--- src/rtl/mips_pkg.sv ---
// Shared constants for the pipeline control blocks: register-file address width,
// debug FSM encodings and the hard-wired zero register.
package mips_pkg;

    localparam int NB_ADDR  = 5;
    localparam int REG_ZERO = 0;

    localparam logic [1:0] DBG_RUN  = 2'd0;
    localparam logic [1:0] DBG_HALT = 2'd1;
    localparam logic [1:0] DBG_STEP = 2'd2;

    typedef enum logic [1:0] {
        ST_RUN  = DBG_RUN,
        ST_HALT = DBG_HALT,
        ST_STEP = DBG_STEP
    } dbg_state_e;

endpackage

--- src/rtl/sat_counter.sv ---
// Saturating up-counter with synchronous clear; clear beats increment,
// and the count sticks at all-ones instead of wrapping.
module sat_counter #(
    parameter int NB_CNT = 16
) (
    input  logic              i_clk,
    input  logic              i_rst,
    input  logic              i_clr,
    input  logic              i_inc,
    output logic [NB_CNT-1:0] o_cnt
);

    logic [NB_CNT-1:0] r_cnt;

    // Count qualifying cycles, holding at the maximum value.
    always_ff @(posedge i_clk or posedge i_rst) begin
        if (i_rst) begin
            r_cnt <= '0;
        end else if (i_clr) begin
            r_cnt <= '0;
        end else if (i_inc && (r_cnt != '1)) begin
            r_cnt <= r_cnt + NB_CNT'(1);
        end
    end

    assign o_cnt = r_cnt;

endmodule

--- src/rtl/hazard_ctrl_unit.sv ---
// Pipeline hazard control: load-use and ID-branch operand hazard detection,
// IF/ID flush, PC/IF-ID stall, debug run/halt/step gating of all pipeline
// enables, and stall/flush cycle counters.
module hazard_ctrl_unit
    import mips_pkg::*;
#(
    parameter int NB_ADDR      = mips_pkg::NB_ADDR,
    parameter int NB_CNT       = 16,
    parameter int BRANCH_IN_ID = 1
) (
    input  logic               i_clk,
    input  logic               i_rst,
    input  logic               i_jump,
    input  logic               i_branch_taken,
    input  logic               i_branch_id,
    input  logic               i_uses_rt_id,
    input  logic [NB_ADDR-1:0] i_rs_id,
    input  logic [NB_ADDR-1:0] i_rt_id,
    input  logic [NB_ADDR-1:0] i_wr_addr_ex,
    input  logic               i_reg_write_ex,
    input  logic               i_mem_read_ex,
    input  logic [NB_ADDR-1:0] i_wr_addr_mem,
    input  logic               i_mem_read_mem,
    input  logic               i_halt_req,
    input  logic               i_step_req,
    input  logic               i_resume,
    input  logic               i_cnt_clr,
    output logic               o_stall,
    output logic               o_flush,
    output logic               o_pipe_en,
    output logic               o_halted,
    output logic [NB_CNT-1:0]  o_stall_cnt,
    output logic [NB_CNT-1:0]  o_flush_cnt
);

    localparam logic [NB_ADDR-1:0] ZERO_ADDR = NB_ADDR'(REG_ZERO);

    dbg_state_e r_state;
    dbg_state_e w_next;

    logic w_rt_used;
    logic w_match_ex;
    logic w_match_mem;
    logic w_load_use;
    logic w_branch_hz;
    logic w_hazard;

    // Branches compare rs and rt in ID, so rt counts as a source for them.
    assign w_rt_used   = i_uses_rt_id | i_branch_id;
    assign w_match_ex  = (i_wr_addr_ex != ZERO_ADDR) &&
                         ((i_wr_addr_ex == i_rs_id) || (w_rt_used && (i_wr_addr_ex == i_rt_id)));
    assign w_match_mem = (i_wr_addr_mem != ZERO_ADDR) &&
                         ((i_wr_addr_mem == i_rs_id) || (w_rt_used && (i_wr_addr_mem == i_rt_id)));

    assign w_load_use  = i_mem_read_ex & w_match_ex;

    generate
        if (BRANCH_IN_ID != 0) begin : g_branch_id
            // Any EX writer, or a load still in MEM, has not produced the compare operand yet.
            assign w_branch_hz = i_branch_id &
                                 ((i_reg_write_ex & w_match_ex) | (i_mem_read_mem & w_match_mem));
        end else begin : g_branch_ex
            assign w_branch_hz = 1'b0;
        end
    endgenerate

    assign w_hazard  = w_load_use | w_branch_hz;

    assign o_pipe_en = (r_state != ST_HALT);
    assign o_halted  = (r_state == ST_HALT);
    assign o_stall   = w_hazard & o_pipe_en;
    // A stalled branch waits for valid operands before it may redirect fetch.
    assign o_flush   = (i_jump | i_branch_taken) & ~w_hazard & o_pipe_en;

    // Debug FSM state register.
    always_ff @(posedge i_clk or posedge i_rst) begin
        if (i_rst) r_state <= ST_RUN;
        else       r_state <= w_next;
    end

    // Debug FSM next state; resume outranks step, and STEP always lasts one cycle.
    always_comb begin
        w_next = r_state;
        case (r_state)
            ST_RUN:  if (i_halt_req) w_next = ST_HALT;
            ST_HALT: begin
                if (i_resume)        w_next = ST_RUN;
                else if (i_step_req) w_next = ST_STEP;
            end
            ST_STEP: w_next = ST_HALT;
            default: w_next = ST_RUN;
        endcase
    end

    sat_counter #(.NB_CNT(NB_CNT)) u_stall_cnt (
        .i_clk (i_clk),
        .i_rst (i_rst),
        .i_clr (i_cnt_clr),
        .i_inc (o_stall),
        .o_cnt (o_stall_cnt)
    );

    sat_counter #(.NB_CNT(NB_CNT)) u_flush_cnt (
        .i_clk (i_clk),
        .i_rst (i_rst),
        .i_clr (i_cnt_clr),
        .i_inc (o_flush),
        .o_cnt (o_flush_cnt)
    );

endmodule
--- config.mk ---
export PLATFORM = sky130hd
export DESIGN_NAME = hazard_ctrl_unit
export DESIGN_NICKNAME = d
export VERILOG_FILES = /design/src/rtl/mips_pkg.sv /design/src/rtl/sat_counter.sv /design/src/rtl/hazard_ctrl_unit.sv
export SDC_FILE = /design/constraint.sdc
export NUM_CORES = 1
export LEC_CHECK = 0
export ABC_AREA = 1
export BUFFER_PORTS_ARGS = -buffer_cell sky130_fd_sc_hd__buf_2
export CELL_PAD_IN_SITES_DETAIL_PLACEMENT = 1
export CELL_PAD_IN_SITES_GLOBAL_PLACEMENT = 2
export CORE_ASPECT_RATIO = 0.8
export CORE_MARGIN = 10
export CORE_UTILIZATION = 31
export DETAILED_ROUTE_END_ITERATION = 10
export PLACE_DENSITY = 0.88
export SLEW_MARGIN = 10
export SYNTH_ARGS = -nofsm -noshare
export SYNTH_HDL_FRONTEND = slang
export SYNTH_SLANG_ARGS = --single-unit
--- constraint.sdc ---
create_clock -name i_clk -period 3.2 [get_ports i_clk]
set_clock_uncertainty 0.15 [all_clocks]
set_input_delay 0.64 -clock i_clk [delete_from_list [all_inputs] [get_ports i_clk]]
set_output_delay 0.64 -clock i_clk [all_outputs]
set_load 0.05 [all_outputs]
Word level (Yosys, flattened, before mapping). Cells that the tools add are included.

Register bits after elaboration: 34. Output and inout port bits: 36. Input port bits: 33.

Reductions and logical operators: 14. Add/subtract/negate cells: 2. Bitwise operators: 12. Equal/unequal tests: 11. Muxes and demuxes: 8.

Operators by type and width (number): 16-bit 2-to-1 mux (4); 16-bit by 1-bit adder with 16-bit output (second input constant) (2); 16-bit != test (second input constant) (2); 5-bit equality test (4); 5-bit nonzero test (2); 1-bit AND (7); 1-bit logical AND (6); 2-bit 2-to-1 mux (3); 2-bit case mux with 3 select lines (1); 1-bit bitwise OR (4); 2-bit nonzero test (2); 3-bit != test (second input constant) (1); 2-bit by 1-bit equality test with 1-bit output (second input constant) (1); 2-bit equality test (second input constant) (1); 2-bit logical NOT (1); 1-bit logical OR (2); 2-bit by 1-bit != test with 1-bit output (second input constant) (1); 2-bit != test (second input constant) (1); 2-bit AND reduction (1); 1-bit inverter (1).

Depth between registers and ports, before layout. Gate-level depths: netlist of the first run.

Word-level depth: 14. Depth in mapped cells: 13. Mapped depth without buffers: 12.

Cells and area by module. Synthesis of the first run repeated with hierarchy kept, for this count alone.

Cell total of the unflattened synthesis: 434. Area total of the unflattened synthesis: 2690.1 um^2.

By module, submodules not included: sat_counter (instances 2, cells each 159, seq. area each 400.4 um^2, area each 1083.5 um^2); hazard_ctrl_unit (instances 1, cells each 116, seq. area each 50.0 um^2, area each 523.0 um^2).

Worst setup path before layout of the first run. No wires, ideal clock.

Kind: reg2out. Start: reg r_state[0]. End: out o_stall. Buffers on the path: 0. Stages on the path, launching flop included: 4. Data required time: 2.410 ns. Setup slack: 0.325 ns. Arrival time: 2.085 ns. Path through: dfrtp_1 nand2_1 inv_1 a21oi_1.

Word-level cells in the longest chain between the ends: 2.

Ends and longest elaborated chain: from (decl) (RTL line hazard_ctrl_unit.sv:38) `dbg_state_e r_state;`; from (signal assigned) (RTL line hazard_ctrl_unit.sv:78) `else r_state <= w_next;`; 2-bit by 1-bit != test with 1-bit output (RTL line hazard_ctrl_unit.sv:69) `assign o_pipe_en = (r_state != ST_HALT);`; named net o_pipe_en (RTL line hazard_ctrl_unit.sv:30) `output logic o_pipe_en,`; 1-bit AND (RTL line hazard_ctrl_unit.sv:71) `assign o_stall = w_hazard & o_pipe_en;`; to (decl) (RTL line hazard_ctrl_unit.sv:28) `output logic o_stall,`.

The timed path passes the listed nets, and every way through them passes these cells.

Worst setup path after layout of the first run.
Start: in i_wr_addr_mem[2]. End: out o_flush.

Word-level cells in the longest chain between the ends: 11.

Ends and longest elaborated chain: from (decl) (RTL line hazard_ctrl_unit.sv:22) `input logic [NB_ADDR-1:0] i_wr_addr_mem,`; 5-bit equality test (RTL line hazard_ctrl_unit.sv:53) `((i_wr_addr_mem == i_rs_id) || (w_rt_used && (i_wr_addr_mem == i_rt_id)));`; 1-bit logical AND (RTL line hazard_ctrl_unit.sv:53); 1-bit logical OR (RTL line hazard_ctrl_unit.sv:53); 1-bit logical AND (*) (RTL line hazard_ctrl_unit.sv:52) `assign w_match_mem = (i_wr_addr_mem != ZERO_ADDR) &&`; 1-bit AND (*) (RTL line hazard_ctrl_unit.sv:61) `((i_reg_write_ex & w_match_ex) | (i_mem_read_mem & w_match_mem));`; 1-bit bitwise OR (*) (RTL line hazard_ctrl_unit.sv:61); 1-bit AND (*) (RTL line hazard_ctrl_unit.sv:60) `assign w_branch_hz = i_branch_id &`; 1-bit bitwise OR (*) (RTL line hazard_ctrl_unit.sv:67) `assign w_hazard = w_load_use | w_branch_hz;`; 1-bit inverter (*) (RTL line hazard_ctrl_unit.sv:73) `assign o_flush = (i_jump | i_branch_taken) & ~w_hazard & o_pipe_en;`; 1-bit AND (*) (2 in series) (RTL line hazard_ctrl_unit.sv:73); to (decl) (RTL line hazard_ctrl_unit.sv:29) `output logic o_flush,`.

Mark *: on every way between the ends. The rest lies on a longest branch, timed or not.

==> flow_metrics.py, run 1 <==
metrics = {
    "routing": {
        "post_drt_wl_per_cell_microns": 14.64,
        "drt-initial-drc-count": 131,
        "wirelength_microns": 8608,
        "final_antenna_net_count": 0,
        "vias": 2822,
        "drc": 0,
        "first_pass_iters": 4,
        "avgViaCountPerCell": 4.799,
    },
    "setup_path": {
        "critPathKind": "input pin to output port",
        "crit_slowest_cell": "buf_2",
        "max_stage_delay_ns": 0.27,
        "cp.arrival_ns": 1.83,
        "r2r_slack_ns": 1.00,
        "crit_fanout": 4,
        "endpoint_kind": "output port",
        "critPathLaunchType": "input pin",
        "crit_required_ns": 2.41,
        "r2r-end": "u_flush_cnt.o_cnt[13]",
        "ff2ff_path_depth": 9,
        "path_cells": "buf_2, nor3_1, nand3_1, nand3_1, inv_1, nand2_2, nand2_2, nor2_4, buf_2",
        "regToRegStartpoint": "u_flush_cnt.o_cnt[0]",
    },
    "global_routing": {
        "overflow": 0,
        "grt_max_degree": 35,
        "grt_pass1_wl_microns": 14750,
        "grt_antenna_before_repair": 0,
        "grt_use_total_pct": 13.63,
        "grt_pass1_vias": 2996,
    },
    "clocking": {
        "cts_tree": "done",
        "clock_latency_ns": 0.29,
        "clk_path_buf_depth": 2,
        "post_cts_resize_count": 0,
        "htree_levels": 2,
        "holdBufCountCts": 0,
        "cts_root_buf": "clkbuf_8",
        "clkTransAtPathRegs_ns": 0.07,
        "cts_sinks": 34,
        "post-cts-setup-buffers": 0,
        "cts_buffers": 5,
    },
    "synth": {
        "yosys_warnings": 0,
        "yosysSeqAreaShare_pct": 31.50,
        "syn_inst": 409,
        "synth_seq_cells": 34,
        "ys_top_cells_by_area": "dfrtp_1 (31%), nand2_1 (18%), nand3_1 (9.4%)",
        "netlist.area_leader.share_pct": 31.50,
        "synth.distinct_cells": 28,
        "syn_area_sq_um": 2701,
        "synth_top_cell_by_area": "dfrtp_1",
        "synth.avg_cell_area_sq_um": 6.605,
        "synth_nets": 444,
    },
    "floorplan": {
        "io_pins": 69,
        "rows": 30,
        "die_y_microns": 103.5,
        "dieArea_sq_um": 12870,
        "start_util_pct": 31.84,
        "die_w_microns": 124.4,
        "core_sq_um": 8483,
    },
    "timing": {
        "max_slew_margin_pct": 52.67,
        "hold_viol_final": 0,
        "min_period_ns": 2.622,
        "slew_violations": 0,
        "max_freq_ghz": 0.3814,
        "setup_violations": 0,
        "fin_crit_sh_pct": 81.93,
        "fin_tns_setup_ns": 0,
        "rsz0062_at_grt": "false",
        "tightest_slew_ns": 0.7092,
    },
    "power": {
        "ir_drop_mv": 0.2193,
        "leakage_nw": 1.846,
        "power_density_nw_per_um2": 388.7,
        "total_power_mw": 1.253,
    },
    "final_layout": {
        "area_delta_synth_final_pct": 19.36,
        "antenna_cells": 0,
        "drive_above_1_share_pct": 21.01,
        "final_nets": 511,
    },
    "min_path": {
        "worstHoldPathType": "input pin to asynchronous set/reset pin",
    },
    "status": {
        "status": "completed",
    },
    "place": {
        "hpwlAfterDp_microns": 6791,
        "gp_congestion": 0.7971,
        "portBuffers": 68,
    },
    "run": {
        "cap_violations": 0,
    },
}
metal layers:
layer | GRT usage, % | wire length (microns) | vias up
met2 | 22.90 | 3919 | 41
met3 | 3.362 | 255 | 4
met1 | 17.64 | 4401 | 1352
li1 | - | - | 1425
met5 | 0 | 0 | -
met4 | 2.324 | 31 | 0
synthesized netlist by cell type, drive strengths merged:
cell type	n
o21ai	5
nand2	137
inv	52
nor3b	2
a21oi	2
buf	5
xnor2	6
o21bai	1
ha	2
nor3	9
nand4	21
nor4	1
dfrtp	34
xor2	21
nor2	50
or4	1
nand3	53
clkbuf	7
worst max-delay path: cells and delay by family:
| family | cells | cell delay, ns |
|---|---|---|
| buffers and inverters | 3 | 0.44 |
| AND/OR/NAND/NOR | 6 | 0.76 |
final cells by class:
class / instances / area [sq um]
well taps: 112 / 140.1
multi-input cells: 311 / 1589
clock buffers: 5 / 68.82
clock inverters: 2 / 10.01
fillers: 1161 / 5259
flip-flops and latches: 34 / 850.8
inverters: 52 / 195.2
repair buffers: 72 / 370.4
metrics by stage:
| stage | setup WS [ns] | hold slack [ns] | area, sq um | cells | utilization (%) |
|---|---|---|---|---|---|
| after floorplan | 0.3253 | 0.3129 | 2701 | 409 | - |
| after global placement | 0.6145 | 0.3362 | 3146 | 581 | 37.08 |
| after detailed placement | 0.5785 | 0.3746 | 3146 | 581 | 37.08 |
| after CTS | 0.5723 | 0.3085 | 3224 | 588 | 38.01 |
| after global routing | 0.4581 | 0.3326 | 3224 | 588 | 38.01 |
| final | 0.5784 | 0.2946 | 3224 | 588 | 38.01 |
state kept, by name, indices dropped and copies added (netlist names):
signal / flops
r_state: 2
u_stall_cnt.o_cnt: 16
u_flush_cnt.o_cnt: 16
where the power goes:
group	internal, mW	switching, mW	total [mW]
clock network	0.146	0.165	0.311
registers	0.454	0.0301	0.484
logic	0.114	0.344	0.458
total	0.715	0.539	1.25
placed cells by master (no fill, tap or decap):
cell,instances
nand2_1,130
buf_2,68
nand3_1,51
inv_1,47
nor2_1,46
dfrtp_1,34
xor2_1,21
nand4_1,19
nor3_1,8
xnor2_1,6
nand2_2,6
inv_2,5
clkbuf_8,5
o21ai_0,4
nor2_4,4
buf_4,4
a21oi_1,2
nand3_4,2
nand4_4,2
nor3b_1,2
ha_1,2
clkinv_2,2
o21ai_1,1
o21bai_1,1
nor3_2,1
nand2_4,1
or4_1,1
nor4_1,1
cells by family after synthesis:
kind of cell | Yosys count | synth area share [%]
AOI/OAI and AO/OA | 8 | 1.575
adders and majority gates | 2 | 0.9262
buffers and inverters | 64 | 9.681
and+or+nand+nor | 274 | 47.57
xor gates and xnor gates | 27 | 8.754
DFF | 34 | 31.50
how the worst max path moves through the flow:
stage                startpoint      end  slack, ns  cells past startpoint
2_1_floorplan        r_state[0]  o_stall       0.33                      3
3_5_place_dp   i_wr_addr_mem[2]  o_flush       0.58                      9
4_1_cts        i_wr_addr_mem[2]  o_flush       0.57                      9
6_report       i_wr_addr_mem[2]  o_flush       0.58                      9
5_1_grt         i_wr_addr_ex[4]  o_stall       0.46                     10
3_3_place_gp   i_wr_addr_mem[2]  o_flush       0.61                      9
No activity file was read; power rests on OpenSTA's default activity.
==> run 2: changes to the inputs <==
--- a/config.mk
+++ b/config.mk
@@ -11,9 +11,9 @@
 export CELL_PAD_IN_SITES_GLOBAL_PLACEMENT = 2
 export CORE_ASPECT_RATIO = 0.8
 export CORE_MARGIN = 10
-export CORE_UTILIZATION = 31
+export CORE_UTILIZATION = 28
 export DETAILED_ROUTE_END_ITERATION = 10
-export PLACE_DENSITY = 0.88
+export PLACE_DENSITY = 0.81
 export SLEW_MARGIN = 10
 export SYNTH_ARGS = -nofsm -noshare
 export SYNTH_HDL_FRONTEND = slang
==> constraint.sdc (replaced) <==
create_clock -name i_clk -period 2.55 [get_ports i_clk]
set_clock_uncertainty 0.15 [all_clocks]
set_input_delay 0.51 -clock i_clk [delete_from_list [all_inputs] [get_ports i_clk]]
set_output_delay 0.51 -clock i_clk [all_outputs]
set_load 0.05 [all_outputs]
==> flow_metrics.py, run 2 (synthesis results as in run 1) <==
metrics = {
    "place": {
        "dp.cells": 587,
        "hpwlAfterDp_microns": 7114,
        "gp_congestion": 0.8134,
        "placed_cell_area_sq_um": 3176,
        "portBuffers": 68,
    },
    "global_routing": {
        "grt_use_total_pct": 13.20,
        "grt_antenna_before_repair": 0,
        "grt_pass1_wl_microns": 15310,
        "grt_max_degree": 35,
        "grt_pass1_vias": 2959,
        "overflow": 0,
    },
    "timing": {
        "fin_tns_setup_ns": 0,
        "setup_violations": 0,
        "slew_violations": 0,
        "rsz0062_at_grt": "false",
        "hold_viol_final": 0,
        "min_period_ns": 2.442,
        "tightest_slew_ns": 0.6124,
        "fin_crit_sh_pct": 95.76,
        "max_slew_margin_pct": 59.13,
        "max_freq_ghz": 0.4095,
    },
    "final_layout": {
        "final_cell_mix": "nand2_1 (130), buf_2 (68), nand3_1 (51)",
        "final_common_cell": "nand2_1",
        "area_delta_synth_final_pct": 23.58,
        "instances_no_fill": 595,
        "drive_above_1_share_pct": 21.46,
        "final_nets": 514,
        "fin_area_sq_um": 3338,
        "antenna_cells": 0,
    },
    "min_path": {
        "worstHoldPathType": "input pin to asynchronous set/reset pin",
    },
    "clocking": {
        "clkTransAtPathRegs_ns": 0.06,
        "cts_tree": "done",
        "clock_latency_ns": 0.28,
        "holdBufCountCts": 0,
        "post_cts_resize_count": 0,
        "clk_path_buf_depth": 2,
        "htree_levels": 2,
        "cts_sinks": 34,
        "post-cts-setup-buffers": 0,
        "cts_root_buf": "clkbuf_16",
        "cts_buffers": 5,
    },
    "routing": {
        "final_antenna_net_count": 0,
        "first_pass_iters": 4,
        "vias": 2813,
        "wirelength_microns": 8922,
        "post_drt_wl_per_cell_microns": 14.99,
        "avgViaCountPerCell": 4.728,
        "drc": 0,
        "drt-initial-drc-count": 109,
    },
    "setup_path": {
        "endpoint_kind": "output port",
        "cp.arrival_ns": 1.78,
        "ff2ff_path_depth": 8,
        "crit_required_ns": 1.89,
        "critPathLaunchType": "input pin",
        "crit_fanout": 4,
        "critPathKind": "input pin to output port",
    },
    "status": {
        "status": "completed",
    },
    "floorplan": {
        "io_pins": 69,
        "die_y_microns": 107.9,
        "die_w_microns": 129.8,
        "dieArea_sq_um": 14000,
        "start_util_pct": 29.26,
        "rows": 31,
        "core_sq_um": 9231,
    },
    "power": {
        "power_density_nw_per_um2": 572.4,
        "ir_drop_mv": 0.3876,
        "leakage_nw": 1.893,
    },
    "run": {
        "cap_violations": 0,
    },
}
[run 2: stage by stage]
step | setup WS, ns | total power [mW] | util, % | hold WS, ns
3_3_place_gp | 0.1311 | 1.228 | 34.40 | 0.3445
5_1_grt | 0.05077 | 2.015 | 36.16 | 0.2290
2_1_floorplan | 0.1089 | 1.038 | - | 0.3129
4_1_cts | 0.1208 | 1.938 | 36.16 | 0.2080
6_report | 0.1080 | 1.911 | 36.16 | 0.1775
3_5_place_dp | 0.1257 | 1.235 | 34.40 | 0.3583
[run 2: final timing paths]
kind / slack, ns / to / start
max: 0.11 / o_flush / i_wr_addr_mem[2]
min: 0.18 / r_state[1] / i_rst
max reg2reg: 0.40 / u_stall_cnt.o_cnt[6] / u_stall_cnt.o_cnt[0]
min reg2reg: 0.36 / r_state[0] / r_state[0]
max in group asynchronous: 1.74 / u_stall_cnt.o_cnt[3] / i_rst
min in group i_clk: 0.33 / r_state[1] / i_resume
[run 2: final cells by class]
cell class              count  area [sq um]
repair buffers             75         392.9
well taps                 115         143.9
clock buffers               7         132.6
inverters                  52         195.2
clock inverters             1         30.03
fillers                  1218          5893
flip-flops and latches     34         850.8
multi-input cells         311          1593
[run 2: power breakdown]
part	leakage (nW)	switching [mW]	internal (mW)	total, mW
clock network	0.0781	0.233	0.462	0.695
registers	0.469	0.0373	0.571	0.609
logic	1.35	0.445	0.163	0.607
[run 2: metal layers]
layer  vias to the layer above  track usage (%)  share of wire, %
met5                         -                0                 0
met4                         0            2.644              0.78
met3                         7            2.757               4.2
met2                        51            20.90                44
met1                      1317            18.07                51
li1                       1438                -                 -
[run 2: critical path, cell delays in order]
cell and delay (ns):
buf_2 0.13, nor3_1 0.27, nand3_1 0.11, nand3_1 0.08, inv_1 0.05, nand2_2 0.12, nand2_2 0.11, nor2_4 0.13
buf_2 0.28
==> run 3: changes to the inputs <==
--- a/config.mk
+++ b/config.mk
@@ -7,13 +7,11 @@
 export LEC_CHECK = 0
 export ABC_AREA = 1
 export BUFFER_PORTS_ARGS = -buffer_cell sky130_fd_sc_hd__buf_2
-export CELL_PAD_IN_SITES_DETAIL_PLACEMENT = 1
-export CELL_PAD_IN_SITES_GLOBAL_PLACEMENT = 2
 export CORE_ASPECT_RATIO = 0.8
 export CORE_MARGIN = 10
-export CORE_UTILIZATION = 28
+export CORE_UTILIZATION = 54
 export DETAILED_ROUTE_END_ITERATION = 10
-export PLACE_DENSITY = 0.81
+export PLACE_DENSITY = 0.9
 export SLEW_MARGIN = 10
 export SYNTH_ARGS = -nofsm -noshare
 export SYNTH_HDL_FRONTEND = slang
==> flow_metrics.py, run 3 (synthesis results as in run 1) <==
metrics = {
    "global_routing": {
        "grt_antenna_before_repair": 0,
        "grt_use_total_pct": 16.68,
        "grt_use_met1_pct": 20.55,
        "grt_pass1_vias": 2625,
        "overflow": 0,
        "grt_pass1_wl_microns": 12080,
        "grt.met2_usage_pct": 28.94,
        "busiest_layer": "met2",
        "grtUsageMet3_pct": 4.305,
        "grt_max_degree": 35,
    },
    "setup_path": {
        "path_cells": "buf_2, inv_1, nand2_1, nand2_1, nor2_1, nand3_1, nand2_1, nand2_2, nand2_2, nor2_4, buf_2",
        "cp_common_cell": "nand2_1",
        "r2r-end": "u_flush_cnt.o_cnt[14]",
        "critPathLaunchType": "input pin",
        "max_stage_delay_ns": 0.29,
        "crit_slowest_cell": "buf_2",
        "critPathKind": "input pin to output port",
        "cp.arrival_ns": 1.70,
        "r2r_slack_ns": 0.42,
        "ff2ff_path_depth": 9,
        "regToRegStartpoint": "u_flush_cnt.o_cnt[0]",
        "endpoint_kind": "output port",
        "crit_fanout": 5,
        "crit_required_ns": 1.89,
    },
    "timing": {
        "setup_ws_ns": 0.1910,
        "setup_violations": 0,
        "slew_violations": 0,
        "fin_crit_sh_pct": 92.51,
        "rsz0062_at_grt": "false",
        "min_period_ns": 2.359,
        "fin_tns_setup_ns": 0,
        "max_freq_ghz": 0.4239,
        "tightest_slew_ns": 0.4302,
        "hold_viol_final": 0,
        "whs_ns": 0.1635,
        "max_slew_margin_pct": 71.32,
    },
    "power": {
        "total_power_mw": 1.575,
        "power_density_nw_per_um2": 496.1,
        "power_frac_comb_pct": 35.6,
        "clock_power_share_pct": 25.8,
        "intPower_uw": 931.0,
        "p_sw_share_pct": 40.91,
        "ir_drop_mv": 0.5991,
        "p_seq_share_pct": 38.5,
        "p_switching_uw": 644.4,
        "leakage_nw": 1.850,
    },
    "routing": {
        "drt-initial-drc-count": 135,
        "drc": 0,
        "avgViaCountPerCell": 5.236,
        "final_antenna_net_count": 0,
        "wirelength_microns": 7095,
        "first_pass_iters": 4,
        "post_drt_wl_per_cell_microns": 13.21,
        "vias": 2812,
    },
    "final_layout": {
        "antenna_cells": 0,
        "final_common_cell": "nand2_1",
        "multi_input_area_sq_um": 1593,
        "fin_area_sq_um": 3176,
        "seq_area_sq_um": 850.8,
        "area_delta_synth_final_pct": 17.55,
        "final_cell_mix": "nand2_1 (130), buf_2 (68), nand3_1 (51)",
        "final_nets": 511,
        "n_fill_cell": 438,
        "instances_no_fill": 537,
        "fin_util_pct": 67.46,
        "drive_above_1_share_pct": 21.17,
    },
    "floorplan": {
        "io_pins": 69,
        "start_util_pct": 57.39,
        "die_y_microns": 83.26,
        "rows": 22,
        "dieArea_sq_um": 8249,
        "core_sq_um": 4707,
        "die_w_microns": 99.08,
    },
    "clocking": {
        "post-cts-setup-buffers": 0,
        "clkTransAtPathRegs_ns": 0.07,
        "htree_levels": 2,
        "cts_sinks": 34,
        "holdBufCountCts": 0,
        "post_cts_resize_count": 0,
        "clock_latency_ns": 0.28,
        "cts_buffers": 5,
        "cts_tree": "done",
        "clk_path_buf_depth": 2,
        "cts_root_buf": "clkbuf_8",
    },
    "place": {
        "pre_cts_slack_ns": 0.1939,
        "dp.cells": 529,
        "hpwlAfterDp_microns": 5500,
        "portBuffers": 68,
        "placed_cell_area_sq_um": 3084,
        "gp_congestion": 0.9004,
    },
    "status": {
        "status": "completed",
    },
    "run": {
        "cap_violations": 0,
    },
    "min_path": {
        "worstHoldPathType": "input pin to asynchronous set/reset pin",
    },
}
run 3: cell types whose count changed in the layout (fill, tap and decap cells not counted):
cell / delta
clkbuf_8: +6
clkbuf_16: -5
buf_4: -3
bufinv_16: -1
clkbuf_1: -1
clkinv_2: +1
run 3: worst max path at each step:
stage,start,cells past startpoint,slack [ns],to
3_3_place_gp,i_wr_addr_mem[2],9,0.22,o_flush
4_1_cts,i_wr_addr_mem[1],11,0.19,o_flush
3_5_place_dp,i_wr_addr_mem[1],11,0.19,o_flush
6_report,i_wr_addr_mem[1],11,0.19,o_flush
2_1_floorplan,r_state[0],3,0.11,o_stall
5_1_grt,i_wr_addr_mem[1],11,0.04,o_flush
run 3: layout make-up:
type | instances | share of cell area [%]
Multi-Input combinational cell | 311 | 50.16
Sequential cell | 34 | 26.79
Timing Repair Buffer | 72 | 11.66
Inverter | 52 | 6.147
Clock buffer | 7 | 2.719
Tap cell | 60 | 2.364
Clock inverter | 1 | 0.1576
run 3: worst max-delay path, delay by kind of cell:
| kind | cells | cell delay [ns] |
|---|---|---|
| buffers and inverters | 3 | 0.51 |
| AND/OR/NAND/NOR | 8 | 0.67 |
run 3: power by group through the flow:
stage                     sequential (mW)  combinational, mW  clock (mW)
after detailed placement            0.616              0.560           0
after floorplan                     0.678              0.360           0
after CTS                           0.606              0.563       0.416
after global placement              0.613              0.548           0
after global routing                0.614              0.617       0.435
final                               0.607              0.561       0.407
run 3: routing by layer:
layer | vias to the layer above | part of all wire (%) | wire length (microns)
li1 | 1432 | - | -
met1 | 1303 | 44 | 3141
met2 | 72 | 48 | 3432
met3 | 5 | 6.9 | 493
met4 | 0 | 0.38 | 27
met5 | - | 0 | 0
